[src/rtl/branch_resolve_if.sv]
// Bundle/redirect bus between operand-read and the branch resolution unit.
interface branch_resolve_if #(
  parameter int unsigned XLEN  = 32,
  parameter int unsigned NSLOT = 2
);
  logic                    valid;
  logic                    stall;
  logic [3*NSLOT-1:0]      br_op;
  logic [XLEN*NSLOT-1:0]   op1;
  logic [XLEN*NSLOT-1:0]   op2;
  logic [XLEN*NSLOT-1:0]   target;
  logic [XLEN-1:0]         fallthru;
  logic [NSLOT-1:0]        pred_taken;
  logic                    redirect_valid;
  logic [XLEN-1:0]         redirect_pc;
  logic                    flush;
  logic [31:0]             cnt_branch;
  logic [31:0]             cnt_mispred;

  modport master (
    output valid, stall, br_op, op1, op2, target, fallthru, pred_taken,
    input  redirect_valid, redirect_pc, flush, cnt_branch, cnt_mispred
  );

  modport slave (
    input  valid, stall, br_op, op1, op2, target, fallthru, pred_taken,
    output redirect_valid, redirect_pc, flush, cnt_branch, cnt_mispred
  );
endinterface

[src/rtl/branch_resolve.sv]
// Multi-slot branch resolution: evaluates every branch slot of a bundle,
// redirects fetch on the oldest mispredicting slot and holds a flush window.
module branch_resolve #(
  parameter int unsigned XLEN      = 32,
  parameter int unsigned NSLOT     = 2,
  parameter int unsigned FLUSH_LEN = 2
) (
  input logic               clk,
  input logic               rst,
  branch_resolve_if.slave   bus
);

  localparam int unsigned FW = (FLUSH_LEN < 2) ? 1 : $clog2(FLUSH_LEN + 1);
  localparam int unsigned CW = 3;

  localparam logic [2:0] OP_NONE = 3'd0;
  localparam logic [2:0] OP_BEQ  = 3'd1;
  localparam logic [2:0] OP_BNE  = 3'd2;
  localparam logic [2:0] OP_BLT  = 3'd3;
  localparam logic [2:0] OP_BGE  = 3'd4;
  localparam logic [2:0] OP_BLTU = 3'd5;
  localparam logic [2:0] OP_BGEU = 3'd6;
  localparam logic [2:0] OP_JR   = 3'd7;

  logic            redirect_valid_q, redirect_valid_d;
  logic [XLEN-1:0] redirect_pc_q, redirect_pc_d;
  logic [FW-1:0]   fcnt_q, fcnt_d;
  logic            flush_q, flush_d;
  logic [31:0]     cnt_branch_q, cnt_branch_d;
  logic [31:0]     cnt_mispred_q, cnt_mispred_d;

  logic [NSLOT-1:0] taken_c;
  logic [NSLOT-1:0] is_br_c;
  logic [NSLOT-1:0] mis_c;
  logic             acc_c;
  logic             found_c;
  logic [XLEN-1:0]  win_pc_c;
  logic [CW-1:0]    inc_c;

  // Per-slot condition evaluation and misprediction detection.
  always_comb begin
    taken_c = '0;
    is_br_c = '0;
    mis_c   = '0;
    for (int i = 0; i < NSLOT; i++) begin
      logic [2:0]      op;
      logic [XLEN-1:0] a;
      logic [XLEN-1:0] b;
      op = bus.br_op[i*3 +: 3];
      a  = bus.op1[i*XLEN +: XLEN];
      b  = bus.op2[i*XLEN +: XLEN];
      case (op)
        OP_BEQ:  taken_c[i] = (a == b);
        OP_BNE:  taken_c[i] = (a != b);
        OP_BLT:  taken_c[i] = ($signed(a) < $signed(b));
        OP_BGE:  taken_c[i] = !($signed(a) < $signed(b));
        OP_BLTU: taken_c[i] = (a < b);
        OP_BGEU: taken_c[i] = !(a < b);
        OP_JR:   taken_c[i] = 1'b1;
        default: taken_c[i] = 1'b0;
      endcase
      is_br_c[i] = (op != OP_NONE);
      mis_c[i]   = is_br_c[i] && (taken_c[i] != bus.pred_taken[i]);
    end
  end

  // Oldest mispredict wins; younger slots are squashed from the count.
  always_comb begin
    found_c  = 1'b0;
    win_pc_c = bus.fallthru;
    inc_c    = '0;
    for (int i = 0; i < NSLOT; i++) begin
      if (!found_c) begin
        if (is_br_c[i]) begin
          inc_c = inc_c + CW'(1);
        end
        if (mis_c[i]) begin
          found_c  = 1'b1;
          win_pc_c = taken_c[i] ? bus.target[i*XLEN +: XLEN] : bus.fallthru;
        end
      end
    end
  end

  assign acc_c = bus.valid && !bus.stall && !flush_q;

  // Next-state: redirect pulse, flush countdown and event counters.
  always_comb begin
    redirect_valid_d = 1'b0;
    redirect_pc_d    = redirect_pc_q;
    fcnt_d           = (fcnt_q != '0) ? (fcnt_q - FW'(1)) : '0;
    cnt_branch_d     = cnt_branch_q;
    cnt_mispred_d    = cnt_mispred_q;
    if (acc_c) begin
      cnt_branch_d = cnt_branch_q + 32'(inc_c);
      if (found_c) begin
        redirect_valid_d = 1'b1;
        redirect_pc_d    = win_pc_c;
        fcnt_d           = FW'(FLUSH_LEN);
        cnt_mispred_d    = cnt_mispred_q + 32'd1;
      end
    end
    flush_d = (fcnt_d != '0);
  end

  // State registers with synchronous reset.
  always_ff @(posedge clk) begin
    if (rst) begin
      redirect_valid_q <= 1'b0;
      redirect_pc_q    <= '0;
      fcnt_q           <= '0;
      flush_q          <= 1'b0;
      cnt_branch_q     <= '0;
      cnt_mispred_q    <= '0;
    end else begin
      redirect_valid_q <= redirect_valid_d;
      redirect_pc_q    <= redirect_pc_d;
      fcnt_q           <= fcnt_d;
      flush_q          <= flush_d;
      cnt_branch_q     <= cnt_branch_d;
      cnt_mispred_q    <= cnt_mispred_d;
    end
  end

  assign bus.redirect_valid = redirect_valid_q;
  assign bus.redirect_pc    = redirect_pc_q;
  assign bus.flush          = flush_q;
  assign bus.cnt_branch     = cnt_branch_q;
  assign bus.cnt_mispred    = cnt_mispred_q;

endmodule
[src/flat_wrapper.sv]
// flat-port wrapper written by rule: the top's interface ports become plain ports
module branch_resolve_flat 
#(
  parameter int unsigned XLEN      = 32,
  parameter int unsigned NSLOT     = 2,
  parameter int unsigned FLUSH_LEN = 2
)
  (clk, rst, bus_valid, bus_stall, bus_br_op, bus_op1, bus_op2, bus_target, bus_fallthru, bus_pred_taken, bus_redirect_valid, bus_redirect_pc, bus_flush, bus_cnt_branch, bus_cnt_mispred);
  branch_resolve_if #(.XLEN(XLEN), .NSLOT(NSLOT)) bus_i ();
  input logic clk;
  input logic rst;
  input wire logic [$bits(bus_i.valid)-1:0] bus_valid;
  input wire logic [$bits(bus_i.stall)-1:0] bus_stall;
  input wire logic [$bits(bus_i.br_op)-1:0] bus_br_op;
  input wire logic [$bits(bus_i.op1)-1:0] bus_op1;
  input wire logic [$bits(bus_i.op2)-1:0] bus_op2;
  input wire logic [$bits(bus_i.target)-1:0] bus_target;
  input wire logic [$bits(bus_i.fallthru)-1:0] bus_fallthru;
  input wire logic [$bits(bus_i.pred_taken)-1:0] bus_pred_taken;
  output wire logic [$bits(bus_i.redirect_valid)-1:0] bus_redirect_valid;
  output wire logic [$bits(bus_i.redirect_pc)-1:0] bus_redirect_pc;
  output wire logic [$bits(bus_i.flush)-1:0] bus_flush;
  output wire logic [$bits(bus_i.cnt_branch)-1:0] bus_cnt_branch;
  output wire logic [$bits(bus_i.cnt_mispred)-1:0] bus_cnt_mispred;
  assign bus_i.valid = bus_valid;
  assign bus_i.stall = bus_stall;
  assign bus_i.br_op = bus_br_op;
  assign bus_i.op1 = bus_op1;
  assign bus_i.op2 = bus_op2;
  assign bus_i.target = bus_target;
  assign bus_i.fallthru = bus_fallthru;
  assign bus_i.pred_taken = bus_pred_taken;
  assign bus_redirect_valid = bus_i.redirect_valid;
  assign bus_redirect_pc = bus_i.redirect_pc;
  assign bus_flush = bus_i.flush;
  assign bus_cnt_branch = bus_i.cnt_branch;
  assign bus_cnt_mispred = bus_i.cnt_mispred;
  branch_resolve #(.XLEN(XLEN), .NSLOT(NSLOT), .FLUSH_LEN(FLUSH_LEN)) u_core (.clk(clk), .rst(rst), .bus(bus_i));
endmodule
[config.mk]
export PLATFORM = sky130hd
export DESIGN_NAME = branch_resolve_flat
export DESIGN_NICKNAME = d
export VERILOG_FILES = /design/src/rtl/branch_resolve_if.sv /design/src/rtl/branch_resolve.sv /design/src/flat_wrapper.sv
export SDC_FILE = /design/constraint.sdc
export NUM_CORES = 1
export LEC_CHECK = 0
export CAP_MARGIN = 20
export CORE_MARGIN = 3
export CORE_UTILIZATION = 44
export CTS_CLUSTER_DIAMETER = 30
export DETAILED_ROUTE_END_ITERATION = 12
export GPL_TIMING_DRIVEN = 0
export PLACE_DENSITY = 0.93
export REMOVE_ABC_BUFFERS = 1
export SETUP_SLACK_MARGIN = 0.4
export SLEW_MARGIN = 10
export SYNTH_ARGS = -nofsm -noshare
export SYNTH_HDL_FRONTEND = slang
export SYNTH_SLANG_ARGS = --single-unit
[constraint.sdc]
create_clock -name clk -period 9.35 [get_ports clk]
set_input_delay 0.935 -clock clk [delete_from_list [all_inputs] [get_ports clk]]
set_output_delay 0.935 -clock clk [all_outputs]
set_load 0.005 [all_outputs]
; ---- Yosys cells after proc, flatten, opt, wreduce, memory -nomap -nowiden
; Index checks and enable logic that the tools add are counted.
[totals]
wordCells = 68
input_bits = 236
output_inout_bits = 98
reg_bits = 100
[classes]
n_bitwise = 1
reduce_logical = 16
n_eq_ne = 20
add_sub_neg = 4
mux = 17
magnitude_cmp = 4
[ops]
columns = op, count
row1 = 32-bit 2-to-1 mux, 5
row2 = 32-bit < comparator, 4
row3 = 32-bit equality test, 2
row4 = 32-bit inequality test, 2
row5 = 32-bit by 1-bit adder with 32-bit output (second input constant), 1
row6 = 32-bit by 3-bit adder with 32-bit output, 1
row7 = 3-bit equality test (second input constant), 8
row8 = 1-bit case mux with 7 select lines, 2
row9 = 3-bit by 2-bit equality test with 1-bit output (second input constant), 4
row10 = 3-bit by 1-bit equality test with 1-bit output (second input constant), 2
row11 = 1-bit logical NOT, 6
row12 = 2-bit 2-to-1 mux, 3
row13 = 3-bit 2-to-1 mux, 2
row14 = 3-bit nonzero test, 2
row15 = 1-bit 2-to-1 mux, 5
row16 = 1-bit logical AND, 4
row17 = 2-bit nonzero test, 2
row18 = 1-bit by 1-bit adder with 2-bit output (second input constant), 1
row19 = 1-bit inequality test, 2
row20 = 2-bit AND reduction, 1
row21 = 2-bit OR reduction, 1
row22 = 2-bit by 1-bit subtractor with 2-bit output (second input constant), 1
row23 = 1-bit inverter, 1

; ---- Longest topological paths before layout
[depth]
ltp_word = 10
ltp_mapped = 24
mapped_depth_nobuf = 21

; ---- Least setup slack after synthesis
; No wires, ideal clock.
[synth_timing]
path_kind = input port to flip-flop
startpoint = input bus_op2[1]
endpoint = register u_core.cnt_branch_q[31], in the netlist u_core.bus.cnt_branch[31]
required_ns = 9.280
stages = 20
path_buffers = 1
arrival_ns = 5.131
setup_ns = 0.070
setup_slack_ns = 4.148
cell_sequence = inv_1 ha_1 nor2b_1 o211ai_1 a2111oi_2 o41ai_2 and2_1 buf_6 or4_4 a31o_4 and2_1 nand2_1 inv_1 ha_1 a21oi_1 nor3b_1 and4_1 nand3_1 or3_1 a21oi_1
[synth_via]
elab_chain_cells = 8
elab_cells_between_ends = 12
classes_between = add/sub (1) / order compare (2) / eq/ne (3) / mux (3) / reduce/logical (3)
[synth_lines]
columns = element, line_no
row1 = "start, declared", flat_wrapper.sv:16  ; input wire logic [$bits(bus_i.op2)-1:0] bus_op2;
row2 = 32-bit < comparator (on tied branches), -
row3 = 1-bit logical NOT (on tied branches), "branch_resolve.sv:58, branch_resolve.sv:56"
row4 = 1-bit case mux with 7 select lines (*), branch_resolve.sv:52  ; case (op)
row5 = 1-bit inequality test (*), branch_resolve.sv:63  ; mis_c[i] = is_br_c[i] && (taken_c[i] != bus.pred_taken[i]);
row6 = 1-bit logical AND (*), branch_resolve.sv:63
row7 = 1-bit 2-to-1 mux (*), branch_resolve.sv:77  ; if (mis_c[i]) begin
row8 = 3-bit 2-to-1 mux (*), branch_resolve.sv:73  ; if (!found_c) begin
row9 = 32-bit by 3-bit adder with 32-bit output (*), branch_resolve.sv:95  ; cnt_branch_d = cnt_branch_q + 32'(inc_c);
row10 = "end signal, assigned", branch_resolve.sv:120  ; cnt_branch_q <= cnt_branch_d;
row11 = "end, declared", branch_resolve.sv:29  ; logic [31:0] cnt_branch_q, cnt_branch_d;
; Every way passes the cells marked *; elsewhere a longest branch is shown, timed or not.
; A chain may end at the register's enable or synchronous reset.

; ---- Final worst setup path
[layout_timing]
startpoint = input bus_op2[31]
endpoint = register u_core.cnt_branch_q[23], in the netlist u_core.bus.cnt_branch[23]
; The elaborated chain is that of the path after synthesis.

==> summary.md <==
| Metric | Value |
|---|---|
| Outcome | `finished, final reports clean` |
| Multi-input gate area in the final layout | `4080 um2` |
| Placed Area | `10,100 um2` |
| Clock sinks | `100` |
| Leakage | `0.00402 uW` |
| Starting utilization of the core area | `45.5%` |
| Clock skew | `11.3 ps` |
| Worst R2R End | `u_core.bus.cnt_mispred[19]` |
| Post-synthesis to final-layout area growth | `56.5%` |
| Number of I/O pins | `334` |
| Slew at the pin closest to its max-slew limit | `973 ps` |
| Synthesized area per cell | `7.90 um2` |
| CTS Hold Bufs | `0` |
| Minimum setup slack among reg-to-reg paths | `6210 ps` |
| Final hold violation count | `0` |
| Initial antenna violation count | `4` |
| Number of global-route vias before repair | `7,193` |
| Worst Hold End | `u_core.fcnt_q[0]` |
| Maximum VDD drop | `approximately 0.095 mV` |
| Hold Crit Class | `reg2reg` |
| Max-capacitance violation count | `0` |
| Residual overflow from global routing | `0` |
| CTS-repair resized insts | `0` |
| Main synth FF type | `dfxtp_1` |
| Beginning of the worst hold path | `u_core.fcnt_q[0]` |
| Sum of negative setup slack | `0 ps` |
| Die width | `129 um` |
| Number of port buffers | `333` |
| Core outline area | `around 15,000 um2` |
| Buffer levels on the longest clock path | `2` |
| Via count | `7,541` |
| Critical path data required time | `9630 ps` |
| Critical path peak fanout | `12` |
| Post-synth EDFFs | `0` |
| Routed vias/inst | `5.59` |
| Sort of element at the end of the critical path | `flip-flop` |
| Warnings, synthesis | `0` |
| Register bit total from synthesis | `100` |
| Detailed-placement wirelength estimate | `18.3 mm` |
| Number of levels in the clock H-tree | `3` |
| First-pass GRT wire length | `about 35 mm` |
| Final design area excluding fillers | `10,500 um2` |
| Max_slew headroom | `35.0%` |
| RD Place Congestion | `0.908` |
| Number of remaining DRC errors | `0` |
| Worst flop-to-flop path startpoint | `u_core.bus.cnt_mispred[4]` |
| Overall die area | `16,700 um2` |
| Synthesized netlist cell count | `847` |
| Max Freq | `0.156 GHz` |
| Seq/Total Area, Yosys | `approximately 30%` |
| Residual antenna-violating net count after detailed routing | `0` |
| Count of distinct cell types in the synthesized netlist | `between 60 and 70` |
| Post-route clock period utilization | `68.7%` |
| TritonCTS clock tree | `yes` |
| Setup-violating endpoint count in the final report | `0` |
| Cell area after technology mapping | `6690 um2` |
| Violation count after the first detailed-routing iteration | `392` |
| Total wire length after detailed routing | `22.9 mm` |
| Die H | `roughly 130 um` |
| Instance count along the most critical hold path | `1` |
| Final net count | `around 1,500` |
| WL/cell | `17.0 um` |
| Number of placement rows | `44` |
| Number of post-CTS setup repair buffers | `0` |
| Footprint of the flip-flops and latches | `2000 um2` |
| Clock-pin slew reported for the worst setup and hold paths after clock tree synthesis | `roughly 80 ps` |
| Slew Viols, Final | `0` |
| Maximum number of pins on one net before global-route repair | `47` |
| Proportion of layout cells with a drive suffix above 1 | `3.20%` |
| Buffer cell driving the clock tree root | `clkbuf_16` |
| Power per cell area | `around 110 nW/um2` |
| Share of synthesized registers carrying an async set or reset | `0%` |
| Post-layout minimum cycle time | `6430 ps` |
| TritonRoute pass-1 iters | `5` |
| RSZ-0062 raised after global routing | `no` |
| Path depth of the worst reg2reg path | `8` |
| GRT Resource Usage Total | `25.8%` |
| CTS buffer count | `9` |
| Filler Cells Inserted | `1,106` |
| Insertion delay of the later-clocked pin in the worst-skew pair | `350 ps` |
| Type of the worst setup path | `in2reg` |
| Worst path arrival time | `~6700 ps` |
| Type of element launching the critical path | `input pin` |
==> routing by layer <==
layer,track usage (%),wire [um],vias up
met5,0,0,-
met4,12.6,989,0
met3,6.18,1520,61
met2,45.6,11900,297
met1,29.1,8570,3478
li1,-,-,3705
==> layout by cell type (no fill, tap or decap), drive strengths merged, types with 10 or more instances in the layout <==
master         netlist  final
or3                 14     14
nor2                82     82
o32ai               32     32
and3                13     13
a21oi               67     67
xor2                16     16
clkdlybuf4s50        0    332
o22ai               32     32
nand3               31     31
o21ai               28     28
or4                 13     13
xnor2               10     10
dfxtp              100    100
o41ai               11     11
nand4               26     26
inv                116    120
ha                  68     68
nand2               45     45
==> stage by stage <==
stage / total power (uW) / cells / utilization [%] / setup slack [ps] / hold slack (ps)
floorplan: 586 / 805 / - / 4100 / 398
global placement: 751 / 1322 / 68.5 / 2650 / 408
detailed placement: 766 / 1324 / 68.8 / 2550 / 416
CTS: 1150 / 1340 / 70.9 / 2930 / 426
global route: 1200 / 1345 / 71.2 / 2340 / 436
finish: 1140 / 1348 / 71.2 / 2920 / 419
==> report_power, final <==
part | leakage (uW) | internal, uW | switching, uW | total, uW
Clock | 0.000151 | 193 | 189 | 382
Combinational | 0.00306 | 175 | 136 | 311
Sequential | 0.000809 | 440 | 9.33 | 449
Total | 0.00402 | 808 | 334 | 1140
==> state kept, by name (all words and copies together), names as in the netlist <==
signal,count
u_core.bus.redirect_valid,1
u_core.bus.flush,1
u_core.fcnt_q,2
u_core.bus.cnt_branch,32
u_core.bus.cnt_mispred,32
u_core.bus.redirect_pc,32
==> worst max-delay path, cell delays in order <==
cell	delay, ps
clkdlybuf4s50_1	470
inv_1	40
ha_1	490
nand4_1	220
nor4_1	290
nand2_1	140
or3_1	330
a21oi_1	280
a311oi_1	120
a211oi_1	750
and2_1	270
nand2_1	110
inv_1	70
ha_1	130
a21oi_1	40
nor3b_1	800
and4_1	390
nand3_1	280
or3_1	390
a21oi_1	140
==> cell families (layout without fill, tap and decap cells) <==
| kind of cell | Yosys count | count (layout) | synth area share, % |
|---|---|---|---|
| AOI/OAI and AO/OA | 216 | 216 | 22.1 |
| DFF | 100 | 100 | 29.9 |
| other | 0 | 7 | 0 |
| muxes | 4 | 4 | 0.617 |
| adders and majority gates | 69 | 69 | 13.0 |
| and+or+nand+nor | 274 | 274 | 21.6 |
| xor gates and xnor gates | 26 | 26 | 3.40 |
| buffers and inverters | 158 | 468 | 9.33 |
==> cell type report <==
cell class              count  area share [%]
clock inverters             7           0.825
repair buffers            336            32.4
clock buffers               9            2.15
well taps                 184            2.20
flip-flops and latches    100            19.1
diodes                      7           0.167
multi-input cells         589            39.0
inverters                 116            4.16
==> synth_stat cells (5+ instances only) <==
| library cell | instances | area share (%) |
|---|---|---|
| ha_1 | 68 | 13 |
| xnor2_1 | 10 | 1.3 |
| nand3_1 | 31 | 2.3 |
| o32ai_1 | 32 | 4.2 |
| or3_1 | 14 | 1.3 |
| o31ai_1 | 9 | 1.0 |
| o41ai_1 | 10 | 1.3 |
| o22ai_1 | 32 | 3.0 |
| nand4_1 | 26 | 2.4 |
| or4b_1 | 8 | 1.2 |
| a21oi_1 | 67 | 5.0 |
| dfxtp_1 | 100 | 30 |
| buf_2 | 10 | 0.75 |
| clkbuf_1 | 29 | 1.6 |
| nor2_1 | 81 | 4.5 |
| o21ai_0 | 27 | 2.0 |
| and3_1 | 13 | 1.2 |
| a21o_1 | 5 | 0.56 |
| inv_1 | 116 | 6.5 |
| and4_1 | 9 | 1.2 |
| xor2_1 | 16 | 2.1 |
| nor3_1 | 6 | 0.45 |
| or4_1 | 11 | 1.2 |
| nand2_1 | 45 | 2.5 |
==> worst max-delay path by stage <==
stage               slack, ps                         to        start
global route             2340  u_core.bus.cnt_branch[29]  bus_op2[31]
floorplan                4100  u_core.bus.cnt_branch[27]  bus_op2[31]
CTS                      2930  u_core.bus.cnt_branch[29]  bus_op2[31]
global placement         2650  u_core.bus.cnt_branch[29]  bus_op2[31]
detailed placement       2550  u_core.bus.cnt_branch[29]  bus_op2[31]
finish                   2920  u_core.bus.cnt_branch[23]  bus_op2[31]
(Power assumes the default switching activity.)
